File: config.mk
export PLATFORM = sky130hd
export DESIGN_NAME = if_id_register
export DESIGN_NICKNAME = d
export VERILOG_FILES = /design/src/rtl/if_id_register.sv
export SDC_FILE = /design/constraint.sdc
export NUM_CORES = 1
export LEC_CHECK = 0
export CAP_MARGIN = 10
export CORE_UTILIZATION = 43
export CTS_CLUSTER_DIAMETER = 50
export DETAILED_ROUTE_END_ITERATION = 12
export GPL_TIMING_DRIVEN = 1
export HOLD_SLACK_MARGIN = 0.12
export PLACE_DENSITY = 0.84
export SLEW_MARGIN = 30
export SYNTH_ARGS = -nofsm -noshare
export SYNTH_HDL_FRONTEND = slang
export SYNTH_SLANG_ARGS = --single-unit
File: constraint.sdc
create_clock -name clk -period 6 [get_ports clk]
set_input_delay 1.8 -clock clk [delete_from_list [all_inputs] [get_ports clk]]
set_output_delay 1.8 -clock clk [all_outputs]
set_load 0.1 [all_outputs]
File: src/rtl/if_id_register.sv
// IF/ID pipeline register with a one-entry skid buffer.
// The main entry drives decode. The skid entry catches the fetch already in flight
// when decode stalls. A flush discards both entries. While main is empty, every
// output reads as zero, which decode sees as a NOP bubble.
module if_id_register #(
    parameter int DATA_W = 32
) (
    input  logic              clk,
    input  logic              rst,
    input  logic              in_valid,
    input  logic [DATA_W-1:0] in_instr,
    input  logic [DATA_W-1:0] in_pc4,
    output logic              in_ready,
    input  logic              stall,
    input  logic              flush,
    output logic              out_valid,
    output logic [DATA_W-1:0] out_instr,
    output logic [DATA_W-1:0] out_pc4,
    output logic [5:0]        out_opcode,
    output logic [4:0]        out_rs,
    output logic [4:0]        out_rt,
    output logic [4:0]        out_rd,
    output logic [5:0]        out_funct,
    output logic [15:0]       out_imm
);

    typedef enum logic [1:0] {
        EMPTY = 2'd0,
        FULL  = 2'd1,
        SKID  = 2'd2
    } state_t;

    state_t            r_state;
    state_t            w_next_state;
    logic              w_load_main_in;
    logic              w_load_main_skid;
    logic              w_load_skid;

    logic [DATA_W-1:0] r_main_instr;
    logic [DATA_W-1:0] r_main_pc4;
    logic [DATA_W-1:0] r_skid_instr;
    logic [DATA_W-1:0] r_skid_pc4;

    // State register; reset empties both entries immediately.
    always_ff @(posedge clk or posedge rst) begin
        if (rst) begin
            r_state <= EMPTY;
        end else begin
            r_state <= w_next_state;
        end
    end

    // Next state and entry load controls. Flush overrides everything, including a
    // same-cycle input.
    always_comb begin
        w_next_state     = r_state;
        w_load_main_in   = 1'b0;
        w_load_main_skid = 1'b0;
        w_load_skid      = 1'b0;
        if (flush) begin
            w_next_state = EMPTY;
        end else begin
            case (r_state)
                EMPTY: begin
                    // The input is taken even under stall, because nothing is held.
                    if (in_valid) begin
                        w_next_state   = FULL;
                        w_load_main_in = 1'b1;
                    end
                end
                FULL: begin
                    if (!stall) begin
                        if (in_valid) begin
                            w_load_main_in = 1'b1;
                        end else begin
                            w_next_state = EMPTY;
                        end
                    end else if (in_valid) begin
                        w_next_state = SKID;
                        w_load_skid  = 1'b1;
                    end
                end
                SKID: begin
                    // in_ready is low here, so the only source for main is the skid entry.
                    if (!stall) begin
                        w_next_state     = FULL;
                        w_load_main_skid = 1'b1;
                    end
                end
                default: begin
                    w_next_state = EMPTY;
                end
            endcase
        end
    end

    // Main entry: loads from fetch, or from the skid entry when a stall is released.
    always_ff @(posedge clk or posedge rst) begin
        if (rst) begin
            r_main_instr <= '0;
            r_main_pc4   <= '0;
        end else if (w_load_main_in) begin
            r_main_instr <= in_instr;
            r_main_pc4   <= in_pc4;
        end else if (w_load_main_skid) begin
            r_main_instr <= r_skid_instr;
            r_main_pc4   <= r_skid_pc4;
        end
    end

    // Skid entry: captures the fetch that arrives while decode is stalled.
    always_ff @(posedge clk or posedge rst) begin
        if (rst) begin
            r_skid_instr <= '0;
            r_skid_pc4   <= '0;
        end else if (w_load_skid) begin
            r_skid_instr <= in_instr;
            r_skid_pc4   <= in_pc4;
        end
    end

    // Outputs depend on registered state only. Stale data is masked to a zero bubble.
    always_comb begin
        in_ready   = (r_state != SKID);
        out_valid  = (r_state != EMPTY);
        out_instr  = out_valid ? r_main_instr : '0;
        out_pc4    = out_valid ? r_main_pc4   : '0;
        out_opcode = out_instr[31:26];
        out_rs     = out_instr[25:21];
        out_rt     = out_instr[20:16];
        out_rd     = out_instr[15:11];
        out_funct  = out_instr[5:0];
        out_imm    = out_instr[15:0];
    end

endmodule

* Yosys cells after proc, flatten, opt, wreduce, memory -nomap -nowiden
Cells that the tools add are included.
Word-level totals: register bits 130, word-level logic and storage cells 39, bits of input ports 69, output and inout bits 109
Operators by class: reductions and logical operators 4, equality and inequality tests 7, mux-type cells 23
Operator list (number):
- $mux 32 | 6
- $mux 2 | 6
- $mux 1 | 9
- $ne 4x4->1 const B | 2
- $ne 3x3->1 const B | 2
- $pmux 2 s3 | 1
- $reduce_and 4->1 | 1
- $reduce_bool 2->1 | 2
- $eq 2x1->1 const B | 1
- $eq 2x2->1 const B | 1
- $logic_not 2->1 | 1
- $ne 2x2->1 const B | 1
- $pmux 1 s2 | 1

* Depth between registers and ports, before layout
Gate-level depths: netlist of the first run.
depth after elaboration 5, mapped depth 5

* Worst setup path after synthesis of the first run
No wires, ideal clock.
path type reg-to-output, from register r_state[0], to output port out_imm[3], setup slack 1.429 ns, data arrival time 2.771 ns, data required time 4.200 ns, cell stages (with the launch flop) 6, path through dfrtp_1 nor2_1 clkbuf_1 clkbuf_1 nor2b_1 buf_4
Between the ends: word-level cells in the longest chain between the ends 2
RTL lines:
- from (decl) | line 33 | state_t r_state;
- from (signal assigned) | line 49 | r_state <= w_next_state;
- $reduce_bool 2->1 | line 125 | out_valid = (r_state != EMPTY);
- $mux 32 | line 126 | out_instr = out_valid ? r_main_instr : '0;
- to (decl) | line 24 | output logic [15:0] out_imm
Every way passes these cells.

* Worst setup path in the final report of the first run
from register r_state[0], to output port out_instr[30]
Between the ends: word-level cells in the longest chain between the ends 2
RTL lines:
- $reduce_bool 2->1 | line 125
- $mux 32 | line 126
- to (decl) | line 17 | output logic [DATA_W-1:0] out_instr,
Every way passes these cells.

==> impl_metrics.toml, run 1 <==
[outcome]
status = "complete, no violations"

[timing]
finalHoldViolCount = 0
fin_crit_ns = 4.83
finalCritPeriodShare_pct = 80.5
tns_ns = 0
fmaxAchievable_mhz = 207
drv_slew = 0
setup_viol = 0
rsz0062_at_grt = "false"
skew_ns = 0.00536
slew_headroom_pct = 33.9
hold_slack_ns = 0.477
fin_ws_ns = 1.17
tightest_slew_ns = 0.988

[logic_synthesis]
synth_area_leaders = "dfrtp_1, mux2_1, a221o_1"
ys_seq_area_share_pct = 53.7
yosysTopAreaCell = "dfrtp_1"
synthArstFlopShare_pct = 100
synth_edf_count = 0
ys_types = 23
ys.flop_type = "dfrtp_1"
synth_seq_cells = 130
netlist_area_um2 = 6060
syn_nets = 550
synth_area_per_cell_um2 = 12.6
synth_top_area_share_pct = 53.7
yosysWarningCount = 0
synth_cells = 481

[route]
drt-initial-drc-count = 242
ant_nets = 0
vias = 4246
wl_um = 13900
via_per_inst = 5.32
dr.pass1.iters = 4
wl_per_cell_um = 17.4
drc_errors = 0

[setup_path]
critPathKind = "reg -> out"
cp-end-kind = "output pin"
arrival_ns = 3.03
crit_fanout = 40
cp.required_ns = 4.20
start_kind = "register"

[clock_tree]
cts_tree = "yes"
post-cts-setup-buffers = 0
clk_latency_ns = 0.40
h-tree-depth = 4
cts.path.max_buffers = 2
clkTransAtPathRegs_ns = 0.05
cts_sinks = 130
cts.repair.resized = 0
cts_hold_buf = 0
cts_root_buf = "clkbuf_16"
numCtsBuffers = 17

[finish]
area_delta_synth_final_pct = 34.9
fillers = 1065
drive_gt1_share_pct = 6.96
diodes = 0
finalNetCount = 676
layout_common_cells = "clkdlybuf4s50_1, dfrtp_1, and2_1, a221o_1, nor2b_1"
fin_util_pct = 59.1
finalNonFillerCells = 798
fin_area_um2 = 8170
mostFrequentLayoutCell = "clkdlybuf4s50_1"

[power]
ir_worst_vdd_uv = 199
power_density_nw_per_um2 = 365
leakage_nw = 3.43
finalPower_mw = 2.98

[floorplanning]
initial_core_util_pct = 43.8
core_area_um2 = 13800
ios = 178
rows = 43
die-area_um2 = 14600
die_x_um = 121
die_h_um = 121

[global_routing]
grt_pass1_wl_um = 22700
antenna_found_initial = 0
grt.overflow.total = 0
grt_max_degree = 66
grt_pass1_vias = 4506
grtUsageTotal_pct = 20.1

[place]
gp_congestion = 0.747
placement.io_buffers = 177
hpwl_um = 8680
dp_cells = 768
place_area_um2 = 7610
pre_cts_ws_ns = 1.57

[job]
maxCapViolations = 0

[min_path]
hp-class = "reg -> reg"
worst paths after layout:
| path | from | end | slack, ns | cells after the start |
|---|---|---|---|---|
| worst max-delay path | r_state[0] | out_instr[30] | 1.17 | 4 |
| max in group asynchronous | rst | r_skid_instr[2] | 3.22 | 3 |
| min in group asynchronous | rst | r_skid_pc4[10] | 1.81 | 2 |
| worst min-delay path | r_skid_instr[9] | r_skid_instr[9] | 0.48 | 1 |
| worst min register to register | r_skid_instr[9] | r_skid_instr[9] | 0.48 | 1 |
| worst max register to register | r_state[1] | r_skid_pc4[29] | 3.75 | 4 |
kinds of logic after synthesis:
kind of cell	share of synthesized area, %
AO/OA/AOI/OAI	11.0
buffers and inverters	8.96
flip-flops	53.7
multiplexers	11.9
AND/OR/NAND/NOR	14.5
layout make-up:
cell class,instances,area (um^2),area share (%)
Multi-Input combinational cell,271,2290,28.1
Clock buffer,25,485,5.94
Tap cell,180,225,2.76
Timing Repair Buffer,184,1820,22.3
Clock inverter,5,77.6,0.949
Sequential cell,130,3250,39.8
Inverter,3,13.8,0.168
critical path, cell delays in order (launching register included):
cell and delay, ns:
dfrtp_1 0.47, nor2_4 0.51, buf_4 0.50, nor2b_1 0.14, clkdlybuf4s50_1 1.00
sequential cells by signal (all words and copies together) (netlist names):
name,count
r_main_instr,32
r_main_pc4,32
r_skid_instr,32
r_skid_pc4,32
r_state,2
power breakdown:
part	switching [mW]	total (mW)	leakage [nW]	internal [mW]
Combinational	0.555	0.833	1.54	0.278
Sequential	0.0946	1.16	1.61	1.07
Clock	0.349	0.988	0.273	0.639
synth_stat cells (3+ instances only):
master	n
buf_6	6
buf_4	50
clkbuf_1	13
a221o_1	64
and2_1	64
dfrtp_1	130
mux2_1	60
nand2_1	4
nor2b_1	64
inv_1	3
buf_2	8
mux2_2	4
per-layer routing:
layer,vias up,wire (um),GRT usage (%)
met4,0,137,5.86
li1,1917,-,-
met5,-,0,0
met1,2168,5890,23.7
met3,13,661,5.57
met2,148,7230,35.6
Power figures use the tool's default switching activity.
==> run 2: changes to the inputs <==
clock period = 4.8 ns   (was 6 ns; I/O delays follow)
==> run 2 against run 1 <==
Against the previous run:
- final area up 0.55%
- critical path type unchanged
- flip-flop and latch count stayed put
- clock skew is 0.0021 ns higher
- cell count down 0.13%
- wire length is 5.9% lower
==> impl_metrics.toml, run 2 (synthesized netlist as in run 1, its figures left out) <==
[place]
gp_congestion = 0.736
place_area_um2 = 7620
dp_cells = 768
placement.io_buffers = 177
hpwl_um = 8520

[global_routing]
grtUsageTotal_pct = 19.1
grt_pass1_vias = 4221
grt_max_degree = 65
antenna_found_initial = 0
grt.overflow.total = 0
grt_pass1_wl_um = 21600

[finish]
area_delta_synth_final_pct = 35.6
mostFrequentLayoutCell = "clkdlybuf4s50_1"
multi_input_area_um2 = 2290
diodes = 0
layout_common_cells = "clkdlybuf4s50_1, dfrtp_1, and2_1, a221o_1, nor2b_1"
regArea_um2 = 3250
drive_gt1_share_pct = 8.10
fin_util_pct = 59.4
fillers = 1061
finalNonFillerCells = 797
fin_area_um2 = 8220
finalNetCount = 677

[power]
leakage_nw = 3.45
power_density_nw_per_um2 = 456
ir_worst_vdd_uv = 305

[floorplanning]
die-area_um2 = 14600
rows = 43
initial_core_util_pct = 43.8
die_h_um = 121
core_area_um2 = 13800
die_x_um = 121
ios = 178

[route]
vias = 4181
drc_errors = 0
via_per_inst = 5.25
dr.pass1.iters = 7
drt-initial-drc-count = 231
wl_um = 13100
ant_nets = 0
wl_per_cell_um = 16.4

[timing]
hold_slack_ns = 0.474
skew_ns = 0.00742
drv_slew = 0
setup_viol = 0
finalCritPeriodShare_pct = 85.0
slew_headroom_pct = 33.8
finalHoldViolCount = 0
rsz0062_at_grt = "false"
tightest_slew_ns = 0.990
tns_ns = 0
fmaxAchievable_mhz = 245
fin_crit_ns = 4.08

[clock_tree]
cts_tree = "yes"
h-tree-depth = 4
clk_latency_ns = 0.41
post-cts-setup-buffers = 0
clkTransAtPathRegs_ns = 0.06
cts.path.max_buffers = 2
cts_hold_buf = 0
cts_sinks = 130
cts_root_buf = "clkbuf_16"
cts.repair.resized = 0
numCtsBuffers = 17

[setup_path]
critPathKind = "reg -> out"
arrival_ns = 2.64
cp.required_ns = 3.36
crit_fanout = 30
cp-end-kind = "output pin"
start_kind = "register"

[min_path]
hp-class = "reg -> reg"

[job]
maxCapViolations = 0

[outcome]
status = "complete, no violations"
-- run 2: changes by cell type in the layout (fill, tap and decap cells not counted) --
cell / previous run / this run
buf_12: 0 / 3
clkinv_2: 2 / 0
clkbuf_1: 5 / 2
buf_4: 7 / 10
clkinvlp_4: 1 / 3
and3_2: 0 / 1
and4_4: 0 / 1
inv_4: 1 / 0
and4_2: 1 / 0
clkbuf_8: 3 / 5
clkdlybuf4s50_1: 177 / 172
and3_4: 1 / 0
-- run 2: worst paths after layout --
path,startpoint,end,slack (ns),depth (start not counted)
worst max-delay path,r_state[0],out_instr[24],0.72,4
worst min-delay path,r_skid_pc4[16],r_skid_pc4[16],0.47,1
worst max register to register,r_state[1],r_skid_instr[0],2.57,3
worst min register to register,r_skid_pc4[16],r_skid_pc4[16],0.47,1
max in group asynchronous,rst,r_main_pc4[0],2.57,4
min in group asynchronous,rst,r_state[0],1.33,2
-- run 2: critical path, cell delays in order, from the launching register on --
cell and delay (ns):
dfrtp_1 0.52, nor2_4 0.07, buf_4 0.23, nor2b_1 0.22, clkdlybuf4s50_1 1.17
-- run 2: final cells by class --
type | instances | area share (%)
Clock buffer | 24 | 6.11
Clock inverter | 4 | 0.914
Timing Repair Buffer | 185 | 22.6
Inverter | 3 | 0.183
Tap cell | 180 | 2.74
Sequential cell | 130 | 39.6
Multi-Input combinational cell | 271 | 27.9
-- run 2: per-layer routing --
layer | vias to the layer above | part of all wire, % | track usage, %
met5 | - | 0 | 0
met4 | 0 | 1.6 | 7.33
met3 | 20 | 5.0 | 4.62
met2 | 148 | 50 | 32.5
met1 | 2106 | 44 | 23.4
li1 | 1907 | - | -
-- run 2: stage by stage --
step,setup WS [ns],total power [mW]
2_1_floorplan,0.589,2.26
3_3_place_gp,1.20,2.47
3_5_place_dp,1.12,2.51
4_1_cts,0.699,3.78
5_1_grt,0.609,3.90
6_report,0.720,3.75
-- run 2: where the power goes --
group          internal (mW)  switching [mW]
clock                  0.822           0.434
combinational          0.351           0.691
sequential              1.33           0.115
total                   2.51            1.24
